**config.mk**
```make
export PLATFORM = sky130hd
export DESIGN_NAME = hazard_ctrl
export DESIGN_NICKNAME = d
export VERILOG_FILES = /design/src/rtl/hazard_ctrl.sv
export SDC_FILE = /design/constraint.sdc
export NUM_CORES = 1
export LEC_CHECK = 0
export ABC_AREA = 1
export BUFFER_PORTS_ARGS = -buffer_cell sky130_fd_sc_hd__buf_2
export CAP_MARGIN = 15
export CORE_UTILIZATION = 30
export DETAILED_ROUTE_END_ITERATION = 8
export HOLD_SLACK_MARGIN = 0.05
export PLACE_DENSITY = 0.51
export SKIP_LAST_GASP = 1
export SYNTH_ARGS = -nofsm -noshare
export SYNTH_HDL_FRONTEND = slang
export SYNTH_SLANG_ARGS = --single-unit
export TNS_END_PERCENT = 1
```
**constraint.sdc**
```tcl
create_clock -name clk -period 2.11 [get_ports clk]
set_clock_uncertainty 0.1 [all_clocks]
set_input_delay 0.422 -clock clk [delete_from_list [all_inputs] [get_ports clk]]
set_output_delay 0.422 -clock clk [all_outputs]
set_load 0.03 [all_outputs]
```
**src/rtl/hazard_ctrl.sv**
```systemverilog
// Pipeline hazard/sequencing controller: load-use stalls, branch flushes,
// data-memory wait freezes with deferred branches, and saturating perf counters.
module hazard_ctrl #(
  parameter int CNT_W       = 32,
  parameter int FLUSH_EXTRA = 0
) (
  input  logic             clk,
  input  logic             reset,
  input  logic [4:0]       if_id_rs1,
  input  logic [4:0]       if_id_rs2,
  input  logic             if_id_uses_rs2,
  input  logic             id_ex_memread,
  input  logic [4:0]       id_ex_rd,
  input  logic             branch_taken,
  input  logic             dmem_busy,
  input  logic             cnt_clr,
  output logic             pc_write,
  output logic             if_id_write,
  output logic             if_id_flush,
  output logic             id_ex_flush,
  output logic             ex_mem_flush,
  output logic             pipe_hold,
  output logic [CNT_W-1:0] stall_cycles,
  output logic [CNT_W-1:0] flush_events
);

  typedef enum logic [1:0] {RUN, MEM_WAIT, FLUSH} state_t;

  localparam logic [3:0] FE      = 4'(FLUSH_EXTRA);
  localparam state_t     BR_DEST = (FLUSH_EXTRA > 0) ? FLUSH : RUN;

  state_t     state_reg, state_next;
  logic [3:0] fcnt_reg, fcnt_next;
  logic       br_pend_reg, br_pend_next;
  logic       load_use;
  logic       branch;

  assign load_use = id_ex_memread && (id_ex_rd != 5'd0) &&
                    ((id_ex_rd == if_id_rs1) || (if_id_uses_rs2 && (id_ex_rd == if_id_rs2)));
  assign branch   = branch_taken || br_pend_reg;

  always_ff @(posedge clk or negedge reset) begin
    if (!reset) begin
      state_reg   <= RUN;
      fcnt_reg    <= 4'd0;
      br_pend_reg <= 1'b0;
    end else begin
      state_reg   <= state_next;
      fcnt_reg    <= fcnt_next;
      br_pend_reg <= br_pend_next;
    end
  end

  always_comb begin
    pc_write     = 1'b1;
    if_id_write  = 1'b1;
    if_id_flush  = 1'b0;
    id_ex_flush  = 1'b0;
    ex_mem_flush = 1'b0;
    pipe_hold    = 1'b0;
    state_next   = state_reg;
    fcnt_next    = fcnt_reg;
    br_pend_next = br_pend_reg;

    if (dmem_busy) begin
      // Freeze everything; a branch resolving now is replayed once memory is ready.
      pipe_hold   = 1'b1;
      pc_write    = 1'b0;
      if_id_write = 1'b0;
      if (branch_taken) br_pend_next = 1'b1;
      if (state_reg != FLUSH) state_next = MEM_WAIT;
    end else if (branch) begin
      if_id_flush  = 1'b1;
      id_ex_flush  = 1'b1;
      ex_mem_flush = 1'b1;
      br_pend_next = 1'b0;
      fcnt_next    = FE;
      state_next   = BR_DEST;
    end else if (state_reg == FLUSH) begin
      if_id_flush = 1'b1;
      id_ex_flush = 1'b1;
      fcnt_next   = fcnt_reg - 4'd1;
      if (fcnt_reg == 4'd1) state_next = RUN;
    end else begin
      if (load_use) begin
        pc_write    = 1'b0;
        if_id_write = 1'b0;
        id_ex_flush = 1'b1;
      end
      state_next = RUN;
    end
  end

  logic [1:0] cnt_inc;
  assign cnt_inc = {ex_mem_flush, ~pc_write};

  generate
    for (genvar gi = 0; gi < 2; gi++) begin : g_cnt
      logic [CNT_W-1:0] cnt_reg;
      always_ff @(posedge clk or negedge reset) begin
        if (!reset)
          cnt_reg <= '0;
        else if (cnt_clr)
          cnt_reg <= '0;
        else if (cnt_inc[gi] && (cnt_reg != '1))
          cnt_reg <= cnt_reg + CNT_W'(1);
      end
    end
  endgenerate

  assign stall_cycles = g_cnt[0].cnt_reg;
  assign flush_events = g_cnt[1].cnt_reg;

endmodule

```
# After elaboration in Yosys (flattened, before gate mapping)
# Cells that the tools add are included.
# classes
add_sub_neg	3
bitwise_logic	2
muxes	28
n_reduce_logical	15
n_eq_ne	10
# ops
operator	n
$mux 32	4
$add 32x1->32 const B	2
$ne 32x32->1 const B	2
$mux 1	17
$eq 5x5->1	2
$mux 2	5
$mux 4	2
$reduce_bool 2->1	4
$reduce_and 2->1	3
$logic_and 1x1->1	5
$reduce_bool 5->1	1
$eq 4x1->1 const B	1
$ne 2x2->1 const B	2
$ne 4x3->1 const B	1
$sub 4x1->4 const B	1
$eq 2x2->1 const B	1
$logic_or 1x1->1	2
$ne 2x1->1 const B	1
$not 1->1	2
# word_totals
wordCells	63
output_inout_bits	70
register_bits	71
in_bits	22

# Logic depth before layout (Yosys ltp)
# logic_depth
depth_word	12
depth_mapped	12
mapped_depth_nobuf	11

# Worst setup path after synthesis
# Ideal clock, no wire load.
# synth_path
path_type	input to output
startpoint	in id_ex_rd[3]
endpoint	out pc_write
path_stages	9
arrival_time_ns	1.616
required_ns	1.588
setup_slack_ns	-0.028
n_path_buf	2
path_cell_list	inv_1 nand4_1 o21ai_0 inv_1 nand3_1 nand2_1 buf_2 inv_1 buf_4
# synth_between
elab_chain_cells	8
word_cells_on_any_way	11
classes_between	eq/ne (2); mux (4); reduce/logical (5)
# synth_rtl
item	line_no	text
start, declared	13	input logic [4:0] id_ex_rd,
$eq 5x5->1	39	((id_ex_rd == if_id_rs1) || (if_id_uses_rs2 && (id_ex_rd == if_id_rs2)));
$logic_and 1x1->1	39	
$logic_or 1x1->1	39	
$logic_and 1x1->1 (*)	38	assign load_use = id_ex_memread && (id_ex_rd != 5'd0) &&
$mux 1 (*) (4 in a row)	n/a	
end, declared	17	output logic pc_write,
# Every way passes the cells marked *; elsewhere a longest branch is shown, timed or not.

# Worst setup path in the final report
# layout_path
startpoint	in id_ex_rd[0]
endpoint	out if_id_write
# layout_between
elab_chain_cells	8
word_cells_on_any_way	11
classes_between	eq/ne (2); mux (4); reduce/logical (5)
# layout_rtl
item	line_no	text
$eq 5x5->1	39	
$logic_and 1x1->1	39	
$logic_or 1x1->1	39	
$logic_and 1x1->1 (*)	38	
$mux 1 (*)	85	if (load_use) begin
$mux 1 (*)	79	end else if (state_reg == FLUSH) begin
$mux 1 (*)	72	end else if (branch) begin
$mux 1 (*)	65	if (dmem_busy) begin
end, declared	18	output logic if_id_write,
# Marks and branches as above.

==> summary.md <==
| Metric | Value |
|---|---|
| CP startpoint kind | input pin |
| Via count | about 5100 |
| Syn nets | 767 |
| Max Cap Viol | 0 |
| Cells after synthesis | 743 |
| Post-synth top flop | dfrtp_1 |
| Routed WL | 15300 um |
| Ranking of synthesized cells by area | dfrtp_1 34%, nand2_1 19%, nor2_1 8.6% |
| Num CTS Buffers | 9 |
| Largest net degree at the start of global routing | 66 |
| Root Buffer Master | clkbuf_16 |
| H-tree lvl count | 3 |
| Die width | 128 um |
| Unique cell type count in the Yosys netlist | 34 |
| CP endpoint kind | primary output |
| Antenna diodes | 0 |
| CP Data Arrival Time | around 1.6 ns |
| Top-count cell post-synth | nand2_1 |
| Placer Congestion | 0.903 |
| Post-Syn Area | around 4800 um2 |
| Post-DRT Antenna Nets | 0 |
| Clock transition at path regs | 0.05 ns |
| Worst hold path stage count | 3 |
| Hold WS | 0.247 ns |
| Synth async-reset ratio | between 90% and 100% |
| Syn avg cell area | 6.43 um2 |
| Max rail drop VDD | 0.000383 V |
| Drt first pass iters | 5 |
| Die Height | 128 um |
| First-pass GRT wire length | 25300 um |
| Area growth syn-to-layout | 27.2% |
| Row count | 45 |
| Vias per cell | 4.67 |
| Post-synthesis mux area share | 0% |
| Overflow left after global routing | 0 |
| Avg WL per Cell | 14.1 um |
| Setup Crit Path Kind | input pin to primary output |
| Worst rel slew slack | 72.8% |
| 1st-iter DRT viols | 264 |
| Setup TNS | 0 ns |
| Worst Reg-to-Reg Cells | 9 |
| Final WS setup | about 0.042 ns |
| Post-synth EDFFs | 0 |
| Num Clock Sinks | 65 |
| Final setup fails | 0 |
| Post-Synth XOR/XNOR Area | 4.77% |
| Simple-gate area share of the yosys netlist | 45.9% |
| HP Class | input pin to flip-flop |
| Yosys top cell area share | 34.1% |
| Synthesis Warnings | 0 |
| Worst Path Max Fanout | 4 |
| Max clock buf depth | 2 |
| DIE AREA | 16400 um2 |
| Cell taking the most area after synthesis | dfrtp_1 |
| Fraction of layout cells with a size suffix above 1 | 19.5% |
| Synth Area in Compound Gates | ~4.4% |
| Status | completed |
| Final Cycle Share | 98.0% |
| Min Tclk post-route | 2.07 ns |
| Residual DRC | 0 |
| Synth cell count leaders | 239 x nand2_1, 109 x nor2_1, 87 x inv_1 |
| Layout Nets | 890 |
| Initial antenna violation count | 0 |
| Final core area utilization | 39.5% |
| Pleak | 3.10 nW |
| RSZ-0062 raised after global routing | yes |
| Final hold violation count | 0 |
| Vias in the first global route | between 4000 and 5000 |
| Total GRT Usage | 20.0% |
| IO buf count | 91 |
| I/O pin count | between 90 and 100 |
| Adder-cell share of the synthesized area | 0.524% |
| Final Max Slew Viols | 0 |
| Dpl ws | about 0.016 ns |
| CTS tree | built |
| Initial Util | 31.1% |
| Worst-Skew Late Latency | approximately 0.35 ns |
| Seq/Total Area, Yosys | ~34% |
| Combinational family with the most area after synthesis | simple AND/OR/NAND/NOR gates |
| CP required | 1.59 ns |
| HPWL after detailed placement | 11600 um |
| Power density over cell area | between 500 and 600 nW/um2 |
| Achievable Freq | roughly 480 MHz |
| Core region area | between 15000 and 20000 um2 |
| Number of synthesized register bits | between 60 and 70 |
| Worst slew pin tran | 0.406 ns |
-- cell families after synthesis --
| logic type | after synthesis |
|---|---|
| simple gates | 496 |
| buf+inv | 116 |
| flops | 65 |
| fa+ha+maj | 2 |
| compound gates | 38 |
| xor+xnor | 26 |
-- placed cells by master (no fill, tap or decap), types with 2 or more instances in the layout --
master / instances
dfrtp_1: 65
nand2_2: 3
nor2_2: 3
buf_12: 5
a21oi_1: 3
nand2_1: 238
a21o_1: 2
ha_1: 2
o21ai_1: 9
xor2_1: 20
inv_1: 86
o31ai_1: 3
xnor2_1: 6
buf_2: 90
buf_4: 41
nor2_4: 2
o21ai_0: 20
inv_2: 3
nand4_1: 50
clkbuf_8: 2
clkbuf_16: 9
nor3b_1: 2
nor3_1: 13
nand3_1: 69
nor2_1: 108
clkinv_2: 2
-- report_power, final --
part           switching, W  total (W)  internal (W)
sequential       0.00000500    0.00126       0.00126
clock              0.000579    0.00155      0.000969
combinational      0.000205   0.000305     0.0000994
total              0.000789    0.00311       0.00232
-- final timing paths --
check | endpoint | from | slack (ns)
worst max-delay path | if_id_write | id_ex_rd[0] | 0.04
worst min-delay path | br_pend_reg | branch_taken | 0.25
worst max register to register | stall_cycles[15] | stall_cycles[1] | 0.16
worst min register to register | br_pend_reg | br_pend_reg | 0.41
max in group asynchronous | stall_cycles[15] | reset | 1.05
min in group asynchronous | flush_events[13] | reset | 0.52
-- critical path, stage by stage --
cell and delay [ns]:
buf_2 0.11, inv_1 0.06, nand2_1 0.05, nand2_1 0.05, nor2_1 0.12, nand3_1 0.08, nand2_1 0.08, nand3_1 0.08
nand2_2 0.12, clkinvlp_4 0.15, clkbuf_4 0.21
-- stage by stage --
stage / area, um2 / power, W / cells
2_1_floorplan: 4780 / 0.00145 / 743
5_1_grt: 6070 / 0.00324 / 1081
3_5_place_dp: 5750 / 0.00159 / 1065
6_report: 6070 / 0.00311 / 1081
3_3_place_gp: 5750 / 0.00159 / 1065
4_1_cts: 6060 / 0.00315 / 1081
-- per-layer routing --
layer / share of wire (%) / global-route usage [%] / vias up
li1: - / - / 2631
met3: 3.4 / 2.67 / 12
met4: 1.3 / 8.17 / 0
met1: 50 / 27.3 / 2309
met2: 45 / 31.8 / 101
met5: 0 / 0 / -
-- final cells by class --
| class | instances | area [um2] |
|---|---|---|
| fill | 1678 | 9300 |
| multi-input combinational | 562 | 2670 |
| tap | 211 | 264 |
| clock buffer | 12 | 256 |
| sequential | 65 | 1630 |
| inverter | 90 | 342 |
| timing repair buffer | 138 | 876 |
| clock inverter | 3 | 40.0 |
-- what timing repair did --
action | 4_1_cts | 5_1_grt
setup endpoints to repair | 0 | 36
buffers inserted | 0 | 0
endpoints found under the hold margin | 65 | 0
gates resized for setup | 0 | 3
hold buffers | 1 | 0
Note: power is estimated with default switching activity, not from simulation.
